$ cat src/rtl/modinv_809.sv
// Sequential modular inverter: dout_r = din_a^(MOD-2) mod MOD by left-to-right
// square-and-multiply, one Barrett-reduced modular multiply per clock.
module modinv_809 #(
   parameter int unsigned MOD = 809,
   parameter int unsigned W   = 10
) (
   input  logic         clk,
   input  logic         rst_n,
   input  logic         start,
   input  logic [W-1:0] din_a,
   output logic         busy,
   output logic         done,
   output logic         err,
   output logic [W-1:0] dout_r
);

   localparam int unsigned W2 = 2 * W;
   localparam int unsigned IW = (W > 1) ? $clog2(W) : 1;
   localparam logic [W-1:0]  MOD_N = W'(MOD);
   localparam logic [W2-1:0] MOD_W = W2'(MOD);
   localparam logic [W-1:0]  EXP   = W'(MOD - 2);
   localparam logic [W2-1:0] MU    = W2'((64'd1 << W2) / MOD);

   typedef enum logic [1:0] {StIdle, StSqr, StMul, StErr} state_e;

   state_e        state_q, state_d;
   logic [W-1:0]  acc_q, acc_d;
   logic [W-1:0]  base_q, base_d;
   logic [IW-1:0] idx_q, idx_d;
   logic          busy_q, busy_d;
   logic          done_q, done_d;
   logic          err_q, err_d;
   logic [W-1:0]  dout_q, dout_d;
   logic [W-1:0]  mul_b;
   logic [W-1:0]  prod;
   logic          fin;

   // Barrett estimate undershoots the true quotient by at most 2, hence two corrections.
   function automatic logic [W-1:0] mod_mul(input logic [W-1:0] a, input logic [W-1:0] b);
      logic [W2-1:0]   x;
      logic [2*W2-1:0] t;
      logic [W2-1:0]   q;
      logic [W2-1:0]   r;
      x = {{W{1'b0}}, a} * {{W{1'b0}}, b};
      t = {{W2{1'b0}}, x} * {{W2{1'b0}}, MU};
      q = W2'(t >> W2);
      r = x - q * MOD_W;
      if (r >= MOD_W) r = r - MOD_W;
      if (r >= MOD_W) r = r - MOD_W;
      return W'(r);
   endfunction

   assign mul_b = (state_q == StMul) ? base_q : acc_q;
   assign prod  = mod_mul(acc_q, mul_b);

   always_comb begin
      state_d = state_q;
      acc_d   = acc_q;
      base_d  = base_q;
      idx_d   = idx_q;
      busy_d  = busy_q;
      done_d  = 1'b0;
      err_d   = err_q;
      dout_d  = dout_q;
      fin     = 1'b0;
      unique case (state_q)
         StIdle: begin
            if (start) begin
               busy_d = 1'b1;
               if (din_a == '0 || din_a >= MOD_N) begin
                  state_d = StErr;
               end else begin
                  base_d  = din_a;
                  acc_d   = W'(1);
                  idx_d   = IW'(W - 1);
                  state_d = StSqr;
               end
            end
         end
         StSqr: begin
            acc_d = prod;
            if (EXP[idx_q]) begin
               state_d = StMul;
            end else if (idx_q == '0) begin
               fin = 1'b1;
            end else begin
               idx_d = idx_q - IW'(1);
            end
         end
         StMul: begin
            acc_d = prod;
            if (idx_q == '0) begin
               fin = 1'b1;
            end else begin
               idx_d   = idx_q - IW'(1);
               state_d = StSqr;
            end
         end
         StErr: begin
            dout_d  = '0;
            err_d   = 1'b1;
            done_d  = 1'b1;
            busy_d  = 1'b0;
            state_d = StIdle;
         end
         default: state_d = StIdle;
      endcase
      // Final op result goes straight to the output register on the same edge.
      if (fin) begin
         dout_d  = prod;
         done_d  = 1'b1;
         busy_d  = 1'b0;
         err_d   = 1'b0;
         state_d = StIdle;
      end
   end

   always_ff @(posedge clk or negedge rst_n) begin
      if (!rst_n) begin
         state_q <= StIdle;
         acc_q   <= W'(1);
         base_q  <= '0;
         idx_q   <= IW'(W - 1);
         busy_q  <= 1'b0;
         done_q  <= 1'b0;
         err_q   <= 1'b0;
         dout_q  <= '0;
      end else begin
         state_q <= state_d;
         acc_q   <= acc_d;
         base_q  <= base_d;
         idx_q   <= idx_d;
         busy_q  <= busy_d;
         done_q  <= done_d;
         err_q   <= err_d;
         dout_q  <= dout_d;
      end
   end

   assign busy   = busy_q;
   assign done   = done_q;
   assign err    = err_q;
   assign dout_r = dout_q;

endmodule

$ cat config.mk
export PLATFORM = sky130hd
export DESIGN_NAME = modinv_809
export DESIGN_NICKNAME = d
export VERILOG_FILES = /design/src/rtl/modinv_809.sv
export SDC_FILE = /design/constraint.sdc
export NUM_CORES = 1
export LEC_CHECK = 0
export BUFFER_PORTS_ARGS = -buffer_cell sky130_fd_sc_hd__buf_2
export CAP_MARGIN = 20
export CELL_PAD_IN_SITES_DETAIL_PLACEMENT = 0
export CELL_PAD_IN_SITES_GLOBAL_PLACEMENT = 1
export CORE_ASPECT_RATIO = 2
export CORE_MARGIN = 2
export CORE_UTILIZATION = 45
export DETAILED_ROUTE_END_ITERATION = 8
export PLACE_DENSITY = 0.77
export SYNTH_ARGS = -nofsm -noshare
export SYNTH_HDL_FRONTEND = slang
export SYNTH_SLANG_ARGS = --single-unit
$ cat constraint.sdc
create_clock -name clk -period 42.4 [get_ports clk]
set_input_delay 6.36 -clock clk [delete_from_list [all_inputs] [get_ports clk]]
set_output_delay 6.36 -clock clk [all_outputs]
set_load 0.1 [all_outputs]
# Word-level counts from Yosys, hierarchy flattened
# Memory sizes are Yosys's and may differ from the RTL's.
# Index checks and enable logic that the tools add are counted.
[totals]
out_inout_bits = 13
n_memories = 1
inputBits = 13
ff_bits = 39
mem_bits_ro = 16
word_cells = 74
[mem_list]
columns = ["memory", "depth", "word_bits", "read_ports", "rd_clocked_by_memory_dff", "wr", "line", "text"]
rows = [
  ["(name not given)", 16, 1, 1, 0, 0, "82", "if (EXP[idx_q]) begin"],
]
[classes]
addsub = 4
mul = 3
n_mux = 30
n_eq_ne = 9
n_reduce_logical = 14
order_cmp = 4
bitwise = 1
[op_table]
columns = ["op", "n"]
rows = [
  ["2-to-1 mux 10 bit", 6],
  ["greater-or-equal comparator 20 x 10 -> 1 bit, second input constant", 2],
  ["multiplier 20 x 7 -> 27 bit, second input constant", 1],
  ["multiplier 10 x 10 -> 20 bit", 1],
  ["multiplier 11 x 10 -> 20 bit, second input constant", 1],
  ["2-to-1 mux 20 bit", 1],
  ["case mux 10 bit (2 select lines)", 1],
  ["subtractor 20 x 10 -> 20 bit, second input constant", 1],
  ["subtractor 20 bit", 1],
  ["2-to-1 mux 4 bit", 4],
  ["case mux 4 bit (3 select lines)", 1],
  ["greater-or-equal comparator 10 bit, second input constant", 1],
  ["zero test 10 bit", 1],
  ["2-to-1 mux 2 bit", 5],
  ["subtractor 10 bit, second input constant", 1],
  ["2-to-1 mux 1 bit", 9],
  ["inequality test 3 bit, second input constant", 3],
  ["AND reduction 3 bit", 3],
  ["case mux 2 bit (4 select lines)", 1],
  ["inequality test 2 bit, second input constant", 3],
  ["nonzero test 3 bit", 2],
  ["< comparator 4 x 5 -> 1 bit, second input constant", 1],
  ["== test 2 bit, second input constant", 2],
  ["zero test 4 bit", 1],
  ["10 further kinds", 12],
]

# Depth between registers and ports, before layout
# Gate-level depths: netlist (run 1).
[depth]
ltp_word = 11
mapped_depth = 65
depth_no_buf = 63

# Least setup slack after synthesis (run 1)
# OpenSTA, ideal clock, no wires.
[synth_path]
path_type = "register -> register"
from = "reg state_q[0]"
to = "reg acc_q[3]"
required_time_ns = 42.269
slack_ns = 27.300
path_buffers = 3
t_arrival_ns = 14.969
path_stages_with_launch = 58
setup_time_ns = 0.131
synth_period_minus_slack_ns = 15.100
cell_sequence = "dfrtp_1 -> inv_1 -> ha_1 -> clkbuf_1 -> mux2_2 -> and2_1 -> fa_1 -> fa_1 -> inv_1 -> fa_1 -> inv_1 -> fa_1 -> inv_1 -> fa_1 -> inv_1 -> ha_1 -> a21boi_0 -> a21oi_1 -> [22 not listed] -> ha_1 -> buf_2 -> a21o_1 -> a211oi_1 -> nand2b_1 -> o21ai_0 -> xnor2_1 -> nor4_4 -> nand4_4 -> buf_4 -> a21oi_1 -> ha_1 -> inv_1 -> o41ai_2 -> a211oi_2 -> or2_2 -> and4_1 -> or3_1"
[synth_between]
elab_chain_len = 11
word_cells_on_any_way = 20
classes_between = "add/sub: 3; mul: 3; order compare: 2; eq/ne: 4; mux: 4; reduce/logical: 4"
[synth_rtl]
columns = ["item", "line", "text"]
rows = [
  ["start, declared", "26", "state_e state_q, state_d;"],
  ["start signal, assigned", "120", "state_q <= StIdle;"],
  ["start signal, assigned", "129", "state_q <= state_d;"],
  ["== test 2 bit", "53, 66", ""],
  ["2-to-1 mux 10 bit", "53", "assign mul_b = (state_q == StMul) ? base_q : acc_q;"],
  ["multiplier 10 x 10 -> 20 bit", "44", "x = {{W{1'b0}}, a} * {{W{1'b0}}, b};"],
  ["multiplier 20 x 7 -> 27 bit", "45", "t = {{W2{1'b0}}, x} * {{W2{1'b0}}, MU};"],
  ["multiplier 11 x 10 -> 20 bit", "47", "r = x - q * MOD_W;"],
  ["subtractor 20 bit", "47", ""],
  ["subtractor 20 x 10 -> 20 bit / greater-or-equal comparator 20 x 10 -> 1 bit (equally long branches)", "48", "if (r >= MOD_W) r = r - MOD_W;"],
  ["2-to-1 mux 20 bit", "48", ""],
  ["greater-or-equal comparator 20 x 10 -> 1 bit / subtractor 10 bit (equally long branches)", "49", "if (r >= MOD_W) r = r - MOD_W;"],
  ["2-to-1 mux 10 bit", "49", ""],
  ["case mux 10 bit (2 select lines)", "66", "unique case (state_q)"],
  ["end signal, assigned", "121", "acc_q <= W'(1);"],
  ["end signal, assigned", "130", "acc_q <= acc_d;"],
  ["end, declared", "27", "logic [W-1:0] acc_q, acc_d;"],
]
# Several ways; a longest one is shown, not always the timed one.
# A chain may end at the register's enable or synchronous reset.

# Worst setup path after layout (run 1)
# Same ends and word-level chain as after synthesis.

==> run metrics, run 1 <==
final setup TNS 0 ns; Max Clock Skew 0.00769 ns; Yosys reg bits 39; Final Cycle Share 41.0%; Post-CTS Setup Inserts 0; worst slew pin tran 0.908 ns; largest net degree at the start of global routing 40; EDFF count, synth 0; asr flop ratio synth 100%; CTS max path bufs 2; TritonCTS buffer count 5; Synth cell types 86; mux contribution to synthesized area 2.92%; nets 1,607; Final Non-Filler Cells 1,563; Worst EP required 42.57 ns; synthesized net count 1,600; Slew headroom 39.2%; Final setup viols 0; Syn Area/Cell 8.63 µm²; final hold violation count 0; io pins 26; Tmin final 17.38 ns; WHS 0.493 ns; Final Max Tran Viols 0; H-tree depth 2; HP Class flop to flop; DRC errors left 0; GR Overflow Total 0; GRT Total Usage 22.6%; area grow syn2layout 4.64%; drt first-iter violations 326; HP Start dout_r[1]; starting density of the core 45.7%; Startpoint Class flop; Core Rows 80; Seq/Total Area, Yosys 8.95%; initial antenna violation count 0; CTS clk-pin slew, worst paths 0.06 ns; path type of the worst setup path flop to flop; post-DR vias/cell 5.58; 1st-pass router iterations 4; Mapped Area 10,900 µm²; Crit Path Max Fanout 15; CP max stage cell a2111oi_0; Die Ht 225 µm; global-route wire length before repair 46.1 mm; crit-path most repeated cell inv_1; crit path DAT 17.55 ns; Max-Cap Viols 0; Simple-Gate Fraction of Synth Area 15.2%; Yosys warnings 0; Synth Area in XOR/XNOR 5.24%; Syn Inst Count 1,268; endpoint type of the worst setup path flop; number of global-route vias before repair 9,425; worst setup path start state_q[0]; DR WL/cell 17.8 µm; PortBufs 25; placed insts 1,555; Routed WL 27.8 mm; die area 25,700 µm²; clock sinks 39; diodes inserted 0; CTS tree yes; largest family of logic cells by synthesized area adder cells; FF-to-FF Start state_q[0]; post_cts resized 0; clock latency on the worst-skew pair 0.29 ns; status complete, no violations; Max Fclk 57.5 MHz; Top FF cell, synth dfrtp_1; routed vias 8,715; RSZ-0062 raised after global routing no; Synth Area in Compound Gates 14.5%; share of cells above drive strength 1 6.90%; GP Congestion 0.905; Core Region 23,900 µm²; CP peak stage delay 0.76 ns; Final ANT Viol Nets 0; hpwl dp 24.5 mm; clock root cell clkbuf_16; die width 114 µm; Synth Area in Adders 43.9%; hold_buf cts 0
[routing by layer]
| layer | GRT usage, % | vias to the layer above | share of wire (%) |
|---|---|---|---|
| met5 | 0 | - | 0 |
| met3 | 0.755 | 60 | 1.1 |
| met2 | 47.8 | 122 | 60 |
| met4 | 9.09 | 0 | 4.2 |
| met1 | 21.7 | 4264 | 35 |
| li1 | - | 4269 | - |
[layout by cell type (no fill, tap or decap), drive strengths merged, types with 36 or more instances in the layout]
cell type and count:
fa 108, ha 211, nor2 54, inv 235, a21oi 54, and2 54
xnor2 37, dfrtp 36, o21ai 62, nand2 101
[state kept, by name, indices dropped and copies added, names as in the netlist]
name / count
state_q: 2
dout_r: 10
busy: 1
acc_q: 10
done: 1
base_q: 10
err: 1
idx_q: 4
[layout make-up]
| class | count | area [µm²] |
|---|---|---|
| clock buffers | 5 | 125 |
| clock inverters | 3 | 20.0 |
| fillers | 2389 | 12500 |
| inverters | 235 | 882 |
| multi-input cells | 967 | 8940 |
| flip-flops and latches | 39 | 980 |
| well taps | 287 | 359 |
| repair buffers | 27 | 140 |
[worst max-delay path: cells and delay by family (launching register included)]
family                   cells  cell delay, ns
XOR/XNOR                     4            1.62
flip-flops                   1            0.41
AND/OR/NAND/NOR             10            2.05
adder cells (fa/ha/maj)     18            7.32
multiplexers                 1            0.48
buffers and inverters       11            0.81
AO/OA/AOI/OAI               14            4.54
[cells by family (layout without fill, tap and decap cells)]
logic type | after synthesis | count (layout)
simple gates | 321 | 321
xor+xnor | 63 | 63
compound gates | 235 | 235
fa+ha+maj | 319 | 319
mux | 29 | 29
flops | 39 | 39
buf+inv | 262 | 270
[path summary, 6_finish.rpt]
| path | end | slack, ns | cells past startpoint |
|---|---|---|---|
| setup / recovery | acc_q[3] | 25.02 | 58 |
| min in group asynchronous | base_q[8] | 6.18 | 1 |
| max in group asynchronous | dout_r[5] | 35.64 | 1 |
| setup reg to reg | acc_q[3] | 25.02 | 58 |
| hold / removal | dout_r[1] | 0.49 | 2 |
| hold reg to reg | dout_r[1] | 0.49 | 2 |
[synthesized netlist by cell type (3+ instances only)]
cell	instances	area (µm²)
o211a_1	3	30.0
fa_1	108	2160
o31ai_1	5	37.5
a31oi_1	5	31.3
ha_1	211	2640
nand2b_1	11	68.8
or2_2	8	50.1
nand4_1	7	43.8
dfrtp_1	36	901
a211oi_2	4	50.1
nand2_1	101	379
a21boi_0	5	37.5
mux2_2	23	259
a22o_1	5	43.8
and3_1	8	50.1
a21oi_1	52	260
nand3_1	18	90.1
nor4_1	5	31.3
nor2b_1	9	56.3
dfstp_2	3	78.8
and2_1	53	332
xnor2_1	37	324
buf_2	5	25.0
clkbuf_1	15	56.3
xor2_1	24	210
o21a_1	10	75.1
o21bai_1	7	52.6
nor2_1	54	203
a211oi_1	8	60.1
a41o_1	3	30.0
inv_1	235	882
a211o_1	4	35.0
nor3_1	13	65.1
a21o_1	14	105
o41ai_1	3	26.3
o21ai_0	60	300
mux2i_1	6	60.1
and4_1	5	43.8
or3_1	7	43.8
o211ai_1	9	67.6
a221oi_1	3	26.3
o22ai_1	4	25.0
nor3b_1	3	22.5
[through the flow]
step	area, µm²	util, %	setup slack [ns]
after floorplan	10900	-	27.30
after global placement	11300	47.2	25.28
after detailed placement	11300	47.2	25.00
after CTS	11400	47.9	24.97
after global routing	11400	47.9	23.97
final	11400	47.9	25.02
Power of run 1 is not shown: default switching activity piles up to over one toggle a cycle in this logic, so the estimate is an artifact.
==> run 2, diff against run 1 <==
Settings changed: ABC_AREA from default to 1, CORE_UTILIZATION 45 to 44, PLACE_DENSITY 0.77 to 0.81.
Clock period 42.4 ns to 14.53 ns, I/O delays scaled along.
==> run 2 against run 1 <==
Net effect: routed wire length increased by 11%; design area increased by 12%; synthesized cell count increased by 20%; sequential cell count unchanged; worst hold slack got worse by 0.024 ns; utilization increased by 4.4 points; highest routed layer unchanged.
==> run metrics, run 2 <==
CP max stage cell fa_1; Area after DPL 12,100 µm²; Final Cycle Share 94.8%; CP top delay family adder cells; number of global-route vias before repair 10,500; path type of the worst setup path flop to flop; Finished Cell Area 12,800 µm²; Max Clock Skew 0.00446 ns; most frequent cells in the layout 352 x inv_1, 345 x nand2_1, 200 x ha_1, 108 x fa_1, 102 x buf_4; CP peak stage delay 0.55 ns; Syn Inst Count 1,519; TritonCTS buffer count 5; routed vias 9,841; CTS tree yes; Die Ht 228 µm; top cell type's share of synthesized area 24.0%; hpwl dp 27.7 mm; post-DR vias/cell 4.98; GP Congestion 0.968; crit path DAT 13.96 ns; Routed WL 30.9 mm; worst r2r dst dout_r[1]; FF-to-FF Start state_q[0]; clock sinks 39; Final setup viols 0; WHS Endpoint dout_r[1]; area grow syn2layout 16.6%; drt first-iter violations 329; Mapped Area 11,000 µm²; top cell type by total area after synthesis ha_1; CTS clk-pin slew, worst paths 0.06 ns; diodes inserted 0; Tmin final 13.78 ns; 1st-pass router iterations 4; io pins 26; global-route wire length before repair 49.9 mm; Crit Path Max Fanout 16; Final ANT Viol Nets 0; Fill cells 2,435; DRC errors left 0; Seq/Total Area, Yosys 8.91%; Reg2Reg Setup Slack 0.75 ns; clock latency on the worst-skew pair 0.29 ns; share of cells above drive strength 1 16.6%; CTS max path bufs 2; crit-path most repeated cell inv_1; status complete, no violations; FF-to-FF path depth 72; GR Overflow Total 0; Slew headroom 40.8%; Synth cell types 43; Max Fclk 72.6 MHz; die area 26,300 µm²; initial antenna violation count 0; Worst EP required 14.70 ns; nets 1,974; EDFF count, synth 0; hold_buf cts 0; Yosys warnings 0; H-tree depth 2; endpoint type of the worst setup path flop; Core Region 24,500 µm²; most frequent cell after synthesis nand2_1; Final Max Tran Viols 0; asr flop ratio synth 100%; Yosys reg bits 39; die width 116 µm; synthesized net count 1,851; Top FF cell, synth dfrtp_1; most common cell after layout, fill and taps aside inv_1; Syn Area/Cell 7.24 µm²; GRT Total Usage 24.6%; worst slew pin tran 0.889 ns; starting density of the core 44.8%; synth top area cells ha_1 24%, fa_1 20%, nand2_1 12%, inv_1 12%, dfrtp_1 8.2%; clock root cell clkbuf_16; Worst Path Buf+Inv 18; Core Rows 81; HP Start dout_r[1]; Max-Cap Viols 0; Startpoint Class flop; largest net degree at the start of global routing 40; PortBufs 25; worst hold path stage count 2; DR WL/cell 15.6 µm; top cells by count, synth 365 x nand2_1, 359 x inv_1, 211 x ha_1, 108 x fa_1, 106 x nor2_1; HP Class flop to flop; final hold violation count 0
==> run 2: cell types whose count changed in the layout (fill, tap and decap cells not counted), sizes merged, moves of 11 or more <==
cell | before | now
a21o | 14 | 3
and2 | 54 | 0
buf | 27 | 129
inv | 235 | 367
mux2 | 23 | 5
nand2 | 101 | 381
nand2b | 11 | 0
nand3 | 18 | 72
nand4 | 8 | 20
nor2 | 54 | 114
o21ai | 62 | 31
xnor2 | 37 | 10
==> run 2: final cells by class <==
class                      instances  area (µm²)  area share (%)
timing repair inverter             1        7.51          0.0585
clock buffer                       6         129            1.00
timing repair buffer             129         913            7.12
multi-input combinational       1097        8980            70.0
clock inverter                     2        12.5          0.0975
inverter                         369        1390            10.8
sequential                        39         980            7.64
tap                              332         415            3.24
==> run 2: cells by family (layout without fill, tap and decap cells) <==
family                     count (synthesis)  in the layout  synth area share, %
xor gates and xnor gates                  44             44                 3.71
adders and majority gates                319            319                 43.7
DFF                                       39             39                 8.91
AOI/OAI and AO/OA                        123            123                 6.35
buffers and inverters                    384            507                 13.4
muxes                                      5              5                0.512
and+or+nand+nor                          605            606                 23.5
==> run 2: worst register-to-register path: cells and delay by family, from the launching register on <==
family	cells	cell delay, ns
AOI/OAI and AO/OA	13	2.00
buffers and inverters	18	1.63
and+or+nand+nor	22	2.76
DFF	1	0.42
xor gates and xnor gates	1	0.14
adders and majority gates	18	6.75
==> run 2: per-stage QoR <==
step	cells	util, %	worst slack [ns]	hold WS, ns	setup TNS [ns]
finish	1975	52.3	0.749	0.469	0
global route	1975	52.3	-0.0344	0.500	-0.0666
CTS	1962	50.1	0.0994	0.483	0
detailed placement	1954	49.5	-0.0485	0.467	-0.118
global placement	1954	49.5	0.0863	0.463	0
floorplan	1519	-	0.482	0.446	0
==> run 2: repair_timing <==
item / CTS / global route
endpoints found under the setup margin: 20 / 20
resized for setup: 3 / 104
pin swaps: 0 / 40
setup buffers: 0 / 11
endpoints found under the hold margin: 0 / 0
cloned: 0 / 2
==> run 2: worst max-delay path by stage <==
stage | start | endpoint | slack (ns) | cells after the start
after floorplan | state_q[0] | dout_r[3] | 0.48 | 82
after global placement | state_q[0] | acc_q[7] | 0.09 | 75
after detailed placement | state_q[0] | acc_q[7] | -0.05 | 78
after CTS | state_q[0] | acc_q[7] | 0.1 | 73
after global routing | state_q[0] | dout_r[1] | -0.03 | 79
final | state_q[0] | dout_r[1] | 0.75 | 72
==> run 2: metal layers <==
layer | up-vias | GRT usage [%] | wire length (µm) | share of wire (%)
li1 | 4922 | - | - | -
met2 | 181 | 51.4 | 18100 | 59
met4 | 0 | 16.9 | 2600 | 8.4
met1 | 4615 | 20.9 | 9620 | 31
met5 | - | 0 | 0 | 0
met3 | 123 | 1.30 | 507 | 1.6
Power of run 2 is left out for the same reason.
==> run 3, diff against run 2 <==
Settings changed: CORE_MARGIN 2 to default, PLACE_DENSITY 0.81 to default, PLACE_DENSITY_LB_ADDON from default to 0.1, SLEW_MARGIN from default to 30.
==> run 3 against run 2 <==
Net effect: design area shrank 0.48%; clock skew is 0.0011 ns lower; via count is 0.18% lower; worst hold slack improved by 0.0023 ns; worst setup slack gained 0.0051 ns; non-clock buffer count down 8; first-iteration DRC count down 7.0%; routed wire length up 1.6%; maximum frequency barely moved; global-route usage increased by 1.1 points; sequential share of layout area barely moved.
==> run metrics, run 3 (synthesized netlist as in run 2, its figures left out) <==
status complete, no violations; Area after DPL 12,100 µm²; nets 1,967; Final ANT Viol Nets 0; Final setup viols 0; Final Max Tran Viols 0; DR WL/cell 15.9 µm; area grow syn2layout 16.1%; diodes inserted 0; initial antenna violation count 0; Max Fclk 72.6 MHz; TritonCTS buffer count 5; Reg2Reg Setup Slack 0.75 ns; post-DR vias/cell 4.99; hold_buf cts 0; io pins 26; Slew headroom 41.8%; Die Ht 226 µm; Max-Cap Viols 0; Final Cycle Share 94.8%; worst slew pin tran 0.869 ns; CP peak stage delay 0.54 ns; placed insts 1,941; CTS tree yes; Core Region 24,500 µm²; HP Class flop to flop; GRT Total Usage 25.7%; path type of the worst setup path flop to flop; Tmin final 13.78 ns; WHS 0.471 ns; H-tree depth 2; CTS clk-pin slew, worst paths 0.06 ns; endpoint type of the worst setup path flop; Finished Cell Area 12,800 µm²; largest net degree at the start of global routing 40; clock latency on the worst-skew pair 0.29 ns; share of cells above drive strength 1 16.1%; CTS max path bufs 2; Core Rows 81; global-route wire length before repair 50.3 mm; starting density of the core 44.8%; die width 114 µm; Startpoint Class flop; most frequent cells in the layout 353 x inv_1, 342 x nand2_1, 201 x ha_1, 108 x fa_1, 96 x nor2_1; PortBufs 25; final hold violation count 0; routed vias 9,823; number of global-route vias before repair 10,400; clock root cell clkbuf_16; 1st-pass router iterations 6; Max Clock Skew 0.00333 ns; hpwl dp 27.7 mm; DRC errors left 0; GR Overflow Total 0; Crit Path Max Fanout 11; drt first-iter violations 306; GP Congestion 0.913; CP max stage cell fa_1; Routed WL 31.4 mm; Final Non-Filler Cells 1,968; crit path DAT 14.00 ns; die area 25,700 µm²; Worst EP required 14.76 ns; most common cell after layout, fill and taps aside inv_1; clock sinks 39; crit-path most repeated cell nand2_1
[run 3: cell types whose count changed in the layout (fill, tap and decap cells not counted), moves of 3 or more]
cell	previous run	this run
buf_4	102	93
nand2_2	31	34
ha_2	4	1
nand2_1	345	342
a21oi_1	46	52
a21oi_2	16	10
[run 3: routing by layer]
metal  GRT usage [%]  up-vias  share of wire [%]
met2            54.2      157                 59
met3            1.56       89                1.8
met1            22.9     4674                 33
li1                -     4903                  -
met5               0        -                  0
met4            14.5        0                6.1
[run 3: per-stage QoR]
| stage | setup slack (ns) | util, % | setup TNS [ns] |
|---|---|---|---|
| after floorplan | 0.482 | - | 0 |
| after detailed placement | -0.0857 | 49.1 | -1.16 |
| after global placement | 0.112 | 49.1 | 0 |
| after CTS | 0.0298 | 49.8 | 0 |
| final | 0.754 | 52.1 | 0 |
| after global routing | -0.104 | 52.1 | -1.31 |
[run 3: worst max-delay path, delay by kind of cell, from the launching register on]
family,cells,cell delay (ns)
flip-flops,1,0.40
buffers and inverters,16,1.37
AND/OR/NAND/NOR,30,3.28
adder cells (fa/ha/maj),17,7.07
XOR/XNOR,2,0.39
AO/OA/AOI/OAI,7,1.18
[run 3: layout make-up]
class	instances	area, µm²
Timing Repair Buffer	121	866
Inverter	369	1390
Timing Repair inverter	1	7.51
Fill cell	2573	11800
Clock inverter	3	20.0
Tap cell	332	415
Multi-Input combinational cell	1098	8960
Sequential cell	39	980
Clock buffer	5	125
[run 3: what timing repair did]
item	4_1_cts	5_1_grt
endpoints found under the setup margin	20	20
gates resized for setup	3	99
gates cloned	0	3
setup buffers	0	15
pin swaps	0	26
[run 3: final timing paths]
check	start	to	depth (start not counted)
worst max register to register	state_q[0]	acc_q[4]	72
worst max-delay path	state_q[0]	acc_q[4]	72
max in group asynchronous	rst_n	idx_q[0]	2
min in group asynchronous	rst_n	base_q[2]	1
worst min-delay path	dout_r[9]	dout_r[9]	2
worst min register to register	dout_r[9]	dout_r[9]	2
Power of run 3 is left out for the same reason.
